**src/rtl/multicycle_ctrl.sv**
```systemverilog
// Main control FSM of the multicycle ARM-style core: steps each instruction through
// fetch/decode/execute/memory/writeback and drives every datapath select and enable.
module multicycle_ctrl #(
  parameter logic [3:0] FLAGS_INIT = 4'b0000,
  parameter bit         ALLOW_IMM7 = 1'b1
) (
  input  logic       clk,
  input  logic       reset,
  input  logic [3:0] Cond,
  input  logic [1:0] Op,
  input  logic [5:0] Funct,
  input  logic [3:0] Rd,
  input  logic [3:0] ALUFlags,
  input  logic       MemReady,
  output logic       MemReq,
  output logic       PCWrite,
  output logic       IRWrite,
  output logic       MemWrite,
  output logic       RegWrite,
  output logic       AdrSrc,
  output logic [1:0] ResultSrc,
  output logic       ALUSrcA,
  output logic [1:0] ALUSrcB,
  output logic [1:0] ImmSrc,
  output logic [1:0] RegSrc,
  output logic [1:0] ALUControl,
  output logic [3:0] Flags
);

  typedef enum logic [3:0] {
    S_FETCH, S_DECODE, S_MEMADR, S_MEMRD, S_MEMWB,
    S_MEMWR, S_EXECR, S_EXECI, S_ALUWB, S_BRANCH
  } state_t;

  localparam logic [1:0] ALU_ADD = 2'b00;
  localparam logic [1:0] ALU_SUB = 2'b01;
  localparam logic [1:0] ALU_AND = 2'b10;
  localparam logic [1:0] ALU_ORR = 2'b11;

  state_t     state, state_next;
  logic       cond_ex;
  logic       flag_we;
  logic [1:0] alu_op;
  logic [3:0] cmd;
  logic       i_bit, s_bit, is_cmp;

  assign cmd    = Funct[4:1];
  assign i_bit  = Funct[5];
  assign s_bit  = Funct[0];
  assign is_cmp = (cmd == 4'b1010);

  // Condition check against the stored NZCV; 1111 never executes.
  always_comb begin
    cond_ex = 1'b0;
    unique case (Cond)
      4'b0000: cond_ex = Flags[2];
      4'b0001: cond_ex = !Flags[2];
      4'b0010: cond_ex = Flags[1];
      4'b0011: cond_ex = !Flags[1];
      4'b0100: cond_ex = Flags[3];
      4'b0101: cond_ex = !Flags[3];
      4'b0110: cond_ex = Flags[0];
      4'b0111: cond_ex = !Flags[0];
      4'b1000: cond_ex = Flags[1] && !Flags[2];
      4'b1001: cond_ex = !Flags[1] || Flags[2];
      4'b1010: cond_ex = (Flags[3] == Flags[0]);
      4'b1011: cond_ex = (Flags[3] != Flags[0]);
      4'b1100: cond_ex = !Flags[2] && (Flags[3] == Flags[0]);
      4'b1101: cond_ex = Flags[2] || (Flags[3] != Flags[0]);
      4'b1110: cond_ex = 1'b1;
      default: cond_ex = 1'b0;
    endcase
  end

  always_comb begin
    alu_op = ALU_ADD;
    if (Op != 2'b11) begin
      unique case (cmd)
        4'b0010, 4'b1010: alu_op = ALU_SUB;
        4'b0000:          alu_op = ALU_AND;
        4'b1100:          alu_op = ALU_ORR;
        default:          alu_op = ALU_ADD;
      endcase
    end
  end

  // NOTE: state and flags are registered with non-blocking assignments so every
  // always_ff reads the pre-edge values regardless of evaluation order.
  always_ff @(posedge clk or negedge reset) begin
    if (!reset) begin
      state <= S_FETCH;
      Flags <= FLAGS_INIT;
    end else begin
      state <= state_next;
      if (flag_we) Flags <= ALUFlags;
    end
  end

  // NOTE: every output and next-state term is defaulted first so no path through
  // the case statement can infer a latch.
  always_comb begin
    state_next = state;
    flag_we    = 1'b0;
    MemReq     = 1'b0;
    PCWrite    = 1'b0;
    IRWrite    = 1'b0;
    MemWrite   = 1'b0;
    RegWrite   = 1'b0;
    AdrSrc     = 1'b0;
    ResultSrc  = 2'b00;
    ALUSrcA    = 1'b0;
    ALUSrcB    = 2'b00;
    ImmSrc     = 2'b00;
    RegSrc     = 2'b00;
    ALUControl = ALU_ADD;

    // Asserted reset forces every enable low combinationally, aborting mid-access.
    if (reset) begin
      RegSrc = {(Op == 2'b01) && !s_bit, (Op == 2'b10)};
      unique case (state)
        S_FETCH: begin
          MemReq    = 1'b1;
          ALUSrcA   = 1'b1;
          ALUSrcB   = 2'b10;
          ResultSrc = 2'b10;
          if (MemReady) begin
            IRWrite    = 1'b1;
            PCWrite    = 1'b1;
            state_next = S_DECODE;
          end
        end
        S_DECODE: begin
          ALUSrcA = 1'b1;
          ALUSrcB = 2'b10;
          ImmSrc  = Op;
          if (!cond_ex) begin
            state_next = S_FETCH;
          end else begin
            unique case (Op)
              2'b01:   state_next = S_MEMADR;
              2'b10:   state_next = S_BRANCH;
              2'b00:   state_next = i_bit ? S_EXECI : S_EXECR;
              default: state_next = ALLOW_IMM7 ? S_EXECI : S_FETCH;
            endcase
          end
        end
        S_MEMADR: begin
          ALUSrcB    = 2'b01;
          ImmSrc     = Op;
          state_next = s_bit ? S_MEMRD : S_MEMWR;
        end
        S_MEMRD: begin
          MemReq = 1'b1;
          AdrSrc = 1'b1;
          if (MemReady) state_next = S_MEMWB;
        end
        S_MEMWB: begin
          ResultSrc  = 2'b01;
          RegWrite   = 1'b1;
          state_next = S_FETCH;
        end
        S_MEMWR: begin
          MemReq   = 1'b1;
          AdrSrc   = 1'b1;
          MemWrite = 1'b1;
          if (MemReady) state_next = S_FETCH;
        end
        S_EXECR: begin
          ALUControl = alu_op;
          state_next = S_ALUWB;
        end
        S_EXECI: begin
          ALUSrcB    = 2'b01;
          ImmSrc     = Op;
          ALUControl = alu_op;
          state_next = S_ALUWB;
        end
        S_ALUWB: begin
          RegWrite   = !is_cmp;
          PCWrite    = !is_cmp && (Rd == 4'd15);
          flag_we    = s_bit || is_cmp;
          state_next = S_FETCH;
        end
        S_BRANCH: begin
          ALUSrcA    = 1'b1;
          ALUSrcB    = 2'b01;
          ImmSrc     = 2'b10;
          ResultSrc  = 2'b10;
          PCWrite    = 1'b1;
          state_next = S_FETCH;
        end
        default: state_next = S_FETCH;
      endcase
    end
  end

endmodule

```
**config.mk**
```make
export PLATFORM = sky130hd
export DESIGN_NAME = multicycle_ctrl
export DESIGN_NICKNAME = d
export VERILOG_FILES = /design/src/rtl/multicycle_ctrl.sv
export SDC_FILE = /design/constraint.sdc
export NUM_CORES = 1
export LEC_CHECK = 0
export BUFFER_PORTS_ARGS = -buffer_cell sky130_fd_sc_hd__buf_4
export CORE_MARGIN = 8
export CORE_UTILIZATION = 47
export DETAILED_ROUTE_END_ITERATION = 7
export PLACE_DENSITY = 0.79
export SLEW_MARGIN = 20
export SYNTH_ARGS = -nofsm -noshare
export SYNTH_HDL_FRONTEND = slang
export SYNTH_SLANG_ARGS = --single-unit
```
**constraint.sdc**
```tcl
create_clock -name clk -period 2.19 [get_ports clk]
set_input_delay 0.1095 -clock clk [delete_from_list [all_inputs] [get_ports clk]]
set_output_delay 0.1095 -clock clk [all_outputs]
set_load 0.02 [all_outputs]
```
==> results_dict.tcl, run 1 <==
set metrics [dict create \
    synth_edf_count 0 \
    synth_top_family_by_area "simple AND/OR/NAND/NOR gates" \
    vdd_drop_max_uv 461.9 \
    period_needed_ps 1865 \
    startpoint_type "input pin" \
    synth_compound_area_share_pct 20.95 \
    grt_max_degree 24 \
    antenna_found_initial 0 \
    via_count 1122 \
    die_area_um2 3938 \
    async_flop_share_pct 100.0 \
    crit_chain "dlygate4sd3_1 -> buf_4 -> nand3_1 -> or3_1 -> nor3_1 -> buf_4" \
    ys_seq_elements 8 \
    die_h_um 62.75 \
    grt_usage_pct 14.65 \
    status "finished, final reports clean" \
    path_class "input pin to output pin" \
    crit_family "buffers and inverters" \
    yosys.area_share.adder_pct 7.308 \
    leakage_uw 0.0006653 \
    htreeDepth 1 \
    drc 0 \
    syn_area_um2 1027 \
    report.final.slew_viol_count 0 \
    drive_gt1_share_pct 33.33 \
    critPathMostFrequentCell "buf_4" \
    postCtsSetupBuffers 0 \
    wirelength_um 2924 \
    clkSlewWorstSetupHoldPaths_ps 60 \
    avgSynthCellArea_um2 7.782 \
    core_area_um2 2148 \
    power_density_nw_per_um2 951.6 \
    n_antenna_cell 0 \
    ys_seq_area_share_pct 19.49 \
    fin_crit_sh_pct 85.17 \
    yosysTopAreaCell "dfrtp_1" \
    clock-sinks 8 \
    portBuffers 43 \
    synth_area_leaders "dfrtp_1, ha_1, mux2_2, a21oi_1, nand2_1" \
    io_pins 44 \
    firstDrtPassIters 4 \
    clk_latency_ps 250 \
    worstMarginPinSlew_ps 662.8 \
    hold-worst-slack_ps 94.10 \
    cp_slowest_cell "dlygate4sd3_1" \
    gp_congestion 0.8653 \
    clockBufferDepth 2 \
    cts_tree "built" \
    final_core_util_pct 64.94 \
    hold_viol 0 \
    max_cap_violations 0 \
    grt_pass1_wl_um 4912 \
    initial_utilization_pct 47.82 \
    vias_per_cell 5.554 \
    grt_pass1_vias 1038 \
    wl_per_cell_um 14.48 \
    clk_root_buffer_cell "clkbuf_4" \
    rows 17 \
    setup_tns_ps 0 \
    min_path_type "input pin to flop" \
    area_growth_pct 35.81 \
    synth_nets 161 \
    max_stage_delay_ps 530 \
    final_area_um2 1395 \
    fin_nets 205 \
    end_kind "output pin" \
    cts_hold_buffers 1 \
    drt_iter0_drc 78 \
    cts_resized 0 \
    antenna_left 0 \
    overflow 0 \
    cts_made_buffers 3 \
    post_synth_mux_area_share_pct 9.013 \
    yosys_warnings 0 \
    power_uw 1328 \
    placed_cell_area_um2 1363 \
    dieWidth_um 62.75 \
    rsz0062_at_grt "false" \
    hpwl_um 2329 \
    fill_cells 181 \
    critPathRequiredTime_ps 2080 \
    worst-path-buf-inv 3 \
    synth_top_area_share_pct 19.49 \
    arrival_ps 1760 \
    synth_cell_types 43 \
    path_max_fanout 23 \
    setup_violations 0 \
    relSlewSlack_pct 55.21 \
    fin_skew_ps 8.483 \
    synthCells 132 \
    fmax_ghz 0.5361 \
    synth_simple_gate_area_share_pct 33.25 \
    synthFlopType "dfrtp_1" \
    synthXorXnorAreaFrac_pct 3.410 \
]
final timing paths:
kind | start | endpoint | slack, ps | cells after the start
worst max-delay path | reset | ALUControl[1] | 320 | 6
worst min-delay path | ALUFlags[3] | Flags[3] | 90 | 2
worst max register to register | Flags[3] | state[2] | 390 | 5
worst min register to register | Flags[1] | Flags[1] | 630 | 1
max in group asynchronous | reset | state[3] | 1720 | 2
min in group asynchronous | reset | Flags[3] | 270 | 2
where the power goes:
| part | internal [uW] | switching (uW) | total, uW |
|---|---|---|---|
| Combinational | 408 | 523 | 931 |
| Clock | 62.4 | 46.1 | 108 |
| Sequential | 206 | 82.3 | 288 |
| Total | 676 | 651 | 1330 |
kinds of logic after synthesis:
group           Yosys count
mux                       7
flops                     8
xor+xnor                  4
fa+ha+maj                 6
compound gates           32
simple gates             61
buf+inv                  14
layer usage:
layer  track usage, %  vias to the layer above  wire length [um]
met2            22.51                       41              1436
met5                0                        -                 0
li1                 -                      566                 -
met3            3.763                        2               166
met4            4.843                        0                22
met1            19.31                      513              1299
worst register-to-register path, cell delays in order (launching register included):
cell,delay (ps)
dfrtp_1,450
mux4_1,530
nor3b_1,190
a21oi_1,60
and4bb_4,220
o311ai_2,260
synthesized netlist by cell type (2+ instances only):
master	n
nor3b_1	2
nor3_1	4
nand3_1	6
ha_1	6
and3_1	4
mux2_2	5
a21oi_1	10
inv_1	6
and2_1	2
nand2_1	13
o21ai_0	6
buf_6	2
xor2_1	3
nor2b_1	5
o211ai_1	2
nand2b_1	3
nor2_1	10
clkbuf_1	6
nand3b_1	2
dfrtp_1	8
o31ai_1	4
nand4_1	2
final cells by class:
class / instances / area, um2 / share of cell area, %
Inverter: 6 / 22.52 / 1.614
Tap cell: 28 / 35.03 / 2.511
Multi-Input combinational cell: 110 / 759.5 / 54.44
Clock buffer: 3 / 22.52 / 1.614
Timing Repair Buffer: 47 / 355.3 / 25.47
Sequential cell: 8 / 200.2 / 14.35
sequential cells by signal, summed over array words and instances, names as in the netlist:
signal  flops
Flags       4
state       4
layout by cell type (no fill, tap or decap), drive strengths merged, types with 2 or more instances in the layout:
cell type / instances
buf: 46
nand3b: 2
nand2: 13
nor2: 10
clkbuf: 3
inv: 6
and3: 4
nand3: 6
nor3: 4
nor3b: 2
ha: 6
o211ai: 2
o31ai: 4
nand2b: 3
and2: 3
a21oi: 10
xor2: 3
mux2: 5
nand4: 2
o21ai: 6
nor2b: 5
dfrtp: 8
per-stage QoR:
step	cells	worst slack, ps
finish	202	324.7
detailed placement	198	397.9
global route	202	175.8
global placement	198	482.0
CTS	202	326.2
floorplan	132	441.0
(Power assumes the default switching activity.)
==> run 2, diff against run 1 <==
--- a/config.mk
+++ b/config.mk
@@ -11,4 +11,5 @@
 export DETAILED_ROUTE_END_ITERATION = 7
 export PLACE_DENSITY = 0.79
+export SETUP_SLACK_MARGIN = 0.02
 export SLEW_MARGIN = 20
 export SYNTH_ARGS = -nofsm -noshare
==> constraint.sdc (replaced) <==
create_clock -name clk -period 2.19 [get_ports clk]
set_input_delay 0 -clock clk [delete_from_list [all_inputs] [get_ports clk]]
set_output_delay 0 -clock clk [all_outputs]
set_load 0.02 [all_outputs]
==> run 2 against run 1 <==
Effect of this change:
- core utilization increased by 1.2 points
- largest cell class unchanged
- worst setup slack got worse by 75 ps
- critical endpoint is now ImmSrc[0]
- highest routed layer unchanged
- hold slack improved by 81 ps
- non-clock buffer count increased by 2
==> results_dict.tcl, run 2 (same netlist as run 1, synthesis figures left out) <==
set metrics [dict create \
    htreeDepth 1 \
    fill_cells 188 \
    wirelength_um 2991 \
    worstMarginPinSlew_ps 655.9 \
    cp_slowest_cell "dfrtp_1" \
    worst-path-buf-inv 2 \
    drc 0 \
    cts_hold_buffers 4 \
    clockBufferDepth 2 \
    die_area_um2 3938 \
    gp_congestion 0.8577 \
    drt_iter0_drc 72 \
    seq_area_um2 200.2 \
    area_growth_pct 38.25 \
    clock-sinks 8 \
    path_max_fanout 13 \
    drive_gt1_share_pct 31.82 \
    fin_nets 207 \
    reg.largest.list "Flags: 4 flops, state: 4 flops" \
    firstDrtPassIters 4 \
    n_antenna_cell 0 \
    clkSlewWorstSetupHoldPaths_ps 50 \
    hpwl_um 2322 \
    crit_chain "inv_1 -> nor2_1 -> nor3_1 -> a211oi_1 -> buf_4" \
    vias_per_cell 5.711 \
    setup_violations 0 \
    grt_max_degree 24 \
    hold_viol 0 \
    leakage_uw 0.0006719 \
    initial_utilization_pct 47.82 \
    max_cap_violations 0 \
    dieWidth_um 62.75 \
    fin_skew_ps 0.6853 \
    period_needed_ps 1940 \
    cts_tree "built" \
    arrival_ps 1940 \
    vdd_drop_max_uv 535.9 \
    postCtsSetupBuffers 0 \
    final_common_cell "buf_4" \
    relSlewSlack_pct 55.67 \
    fin_crit_sh_pct 88.59 \
    path_class "flop to output pin" \
    core_area_um2 2148 \
    grt_pass1_wl_um 5009 \
    via_count 1165 \
    grt_pass1_vias 1097 \
    multi_input_area_um2 759.5 \
    die_h_um 62.75 \
    report.final.slew_viol_count 0 \
    clk_root_buffer_cell "clkbuf_4" \
    rows 17 \
    final_core_util_pct 66.10 \
    fmax_ghz 0.5154 \
    startpoint_type "flop" \
    clk_latency_ps 240 \
    grt_usage_pct 14.76 \
    cts_resized 0 \
    portBuffers 43 \
    crit_family "flip-flops" \
    critPathRequiredTime_ps 2190 \
    wl_per_cell_um 14.66 \
    end_kind "output pin" \
    antenna_left 0 \
    min_path_type "input pin to async pin" \
    max_stage_delay_ps 560 \
    overflow 0 \
    antenna_found_initial 0 \
    rsz0062_at_grt "false" \
    cts_made_buffers 3 \
    status "finished, final reports clean" \
    power_density_nw_per_um2 927.1 \
    setup_tns_ps 0 \
    io_pins 44 \
    layout_common_cells "buf_4, nand2_1, nor2_1, a21oi_1, dfrtp_1" \
]
[run 2: cell count changes in the layout (fill, tap and decap cells not counted)]
cell           before  now
dlygate4sd3_1       1    5
buf_4              46   44
[run 2: power by group]
| part | internal, uW | switching (uW) |
|---|---|---|
| sequential | 205 | 121 |
| clock | 62.3 | 43.9 |
| combinational | 395 | 489 |
| total | 663 | 654 |
[run 2: final cells by class]
type,instances,area share [%]
sequential,8,14.10
inverter,6,1.586
tap,28,2.467
timing repair buffer,49,26.78
multi-input combinational,110,53.48
clock buffer,3,1.586
[run 2: routing by layer]
metal | up-vias | global-route usage [%] | routed length, um
met1 | 541 | 18.09 | 1265
met5 | - | 0 | 0
li1 | 571 | - | -
met4 | 0 | 5.413 | 30
met3 | 4 | 3.405 | 194
met2 | 49 | 24.45 | 1500
[run 2: per-stage QoR]
stage / total power (uW) / instance area (um2) / instances / worst slack [ps] / hold slack (ps)
after floorplan: 884.7 / 1027 / 132 / 441.0 / -295.6
after CTS: 1315 / 1410 / 203 / 289.6 / 2.247
after global placement: 1171 / 1348 / 196 / 480.6 / -127.3
after detailed placement: 1199 / 1348 / 196 / 401.0 / -125.4
final: 1317 / 1420 / 204 / 249.8 / 174.8
after global routing: 1413 / 1420 / 204 / 156.5 / 183.8
[run 2: final timing paths]
path	start	to	slack, ps	depth (start not counted)
setup / recovery	state[0]	ImmSrc[0]	250	5
hold / removal	reset	Flags[3]	170	2
setup reg to reg	Flags[3]	state[0]	380	4
hold reg to reg	Flags[1]	Flags[1]	640	1
max in group asynchronous	reset	state[2]	1820	2
min in group clk	Op[0]	state[0]	180	4
==> run 3, diff against run 2 <==
Settings changed: BUFFER_PORTS_ARGS -buffer_cell sky130_fd_sc_hd__buf_4 to unset, CORE_UTILIZATION 47 to 62, DONT_BUFFER_PORTS set to 1, PLACE_DENSITY 0.79 to 0.78.
==> run 3 against run 2 <==
Effect of this change:
- clock power increased by 11%
- largest cell class unchanged
- register-to-register slack got worse by 110 ps
- maximum frequency decreased by 7.0%
- cell area decreased by 19%
==> results_dict.tcl, run 3 (same netlist as run 1, synthesis figures left out) <==
set metrics [dict create \
    status "finished, final reports clean" \
    path_class "flop to output pin" \
    grt_max_degree 16 \
    core_area_um2 1524 \
    fin_crit_sh_pct 95.28 \
    area_growth_pct 11.69 \
    layout_common_cells "nand2_1, nor2_1, a21oi_1" \
    rows 14 \
    grt_pass1_vias 1028 \
    dieWidth_um 56.71 \
    multi_input_area_um2 759.5 \
    cts_resized 0 \
    n_antenna_cell 0 \
    r2r.worst_path.cells 5 \
    fin_nets 172 \
    hold_viol 0 \
    hpwl_um 2041 \
    wirelength_um 3017 \
    fill_cells 123 \
    period_needed_ps 2087 \
    cts_made_buffers 3 \
    max_cap_violations 0 \
    io_pins 44 \
    via_count 1084 \
    seq_area_um2 200.2 \
    gp_congestion 0.8375 \
    vias_per_cell 6.904 \
    clk_latency_ps 260 \
    end_kind "output pin" \
    final_core_util_pct 75.29 \
    setup_violations 0 \
    relSlewSlack_pct 55.68 \
    cts_tree "built" \
    clockBufferDepth 2 \
    antenna_found_initial 0 \
    overflow 0 \
    power_density_nw_per_um2 1034 \
    antenna_left 0 \
    reg.largest.list "Flags: 4 flops, state: 4 flops" \
    firstDrtPassIters 4 \
    wl_per_cell_um 19.22 \
    path_max_fanout 12 \
    vdd_drop_max_uv 640.2 \
    final_common_cell "nand2_1" \
    drt_iter0_drc 52 \
    fin_skew_ps 0.2518 \
    die_h_um 56.71 \
    drc 0 \
    setup_tns_ps 0 \
    die_area_um2 3215 \
    min_path_type "input pin to flop" \
    clkSlewWorstSetupHoldPaths_ps 50 \
    htreeDepth 1 \
    drive_gt1_share_pct 13.48 \
    report.final.slew_viol_count 0 \
    fmax_ghz 0.4793 \
    clock-sinks 8 \
    hold_depth 3 \
    final_area_um2 1147 \
    placed_cell_area_um2 1055 \
    startpoint_type "flop" \
    rsz0062_at_grt "false" \
    grt_usage_pct 18.35 \
    hold-worst-slack_ps 65.38 \
    worstMarginPinSlew_ps 655.8 \
    portBuffers 0 \
    leakage_uw 0.0004949 \
    grt_pass1_wl_um 4988 \
    critPathRequiredTime_ps 2190 \
    arrival_ps 2090 \
    clk_root_buffer_cell "clkbuf_4" \
    initial_utilization_pct 67.41 \
]
==> run 3: cell count changes in the layout (fill, tap and decap cells not counted) <==
cell / delta
dlygate4sd3_1: +2
buf_4: -37
==> run 3: layout make-up <==
cell class | instances | area share, %
clock buffers | 3 | 1.963
repair buffers | 14 | 10.69
well taps | 16 | 1.745
multi-input cells | 110 | 66.19
inverters | 6 | 1.963
flip-flops and latches | 8 | 17.45
==> run 3: metal layers <==
metal | routed length (um) | track usage [%] | share of wire [%]
met4 | 44 | 5.155 | 1.5
met3 | 410 | 7.640 | 14
met2 | 1440 | 29.47 | 48
met1 | 1122 | 21.62 | 37
met5 | 0 | 0 | 0
==> run 3: path summary, 6_finish.rpt <==
| kind | slack, ps | to | start |
|---|---|---|---|
| worst max-delay path | 100 | ALUControl[1] | state[3] |
| worst min-delay path | 70 | state[2] | MemReady |
| worst max register to register | 270 | state[2] | Flags[3] |
| worst min register to register | 720 | state[1] | state[1] |
| max in group asynchronous | 1650 | state[0] | reset |
| min in group asynchronous | 170 | Flags[1] | reset |
==> run 3: worst max-delay path, stage by stage (launching register included) <==
cell	delay [ps]
dfrtp_1	520
nor2b_1	330
nand3_1	160
or3_1	390
nor3_1	240
buf_4	190
==> run 3: what timing repair did <==
action                                  4_1_cts  5_1_grt
endpoints found under the setup margin        0        0
endpoints found under the hold margin        16        0
hold buffers                                  7        0
buffers inserted                              0        0
==> run 3: through the flow <==
step	cells	setup WS (ps)	total power, uW
floorplan	132	441.0	884.7
global placement	147	389.7	1013
detailed placement	147	330.2	1038
CTS	157	226.2	1166
global route	157	37.51	1276
finish	157	103.5	1186
==> run 3: report_power, final <==
part	leakage [uW]	switching (uW)	internal (uW)
Sequential	0.000105	154	204
Clock	0.0000138	54.9	63.0
Combinational	0.000376	423	287
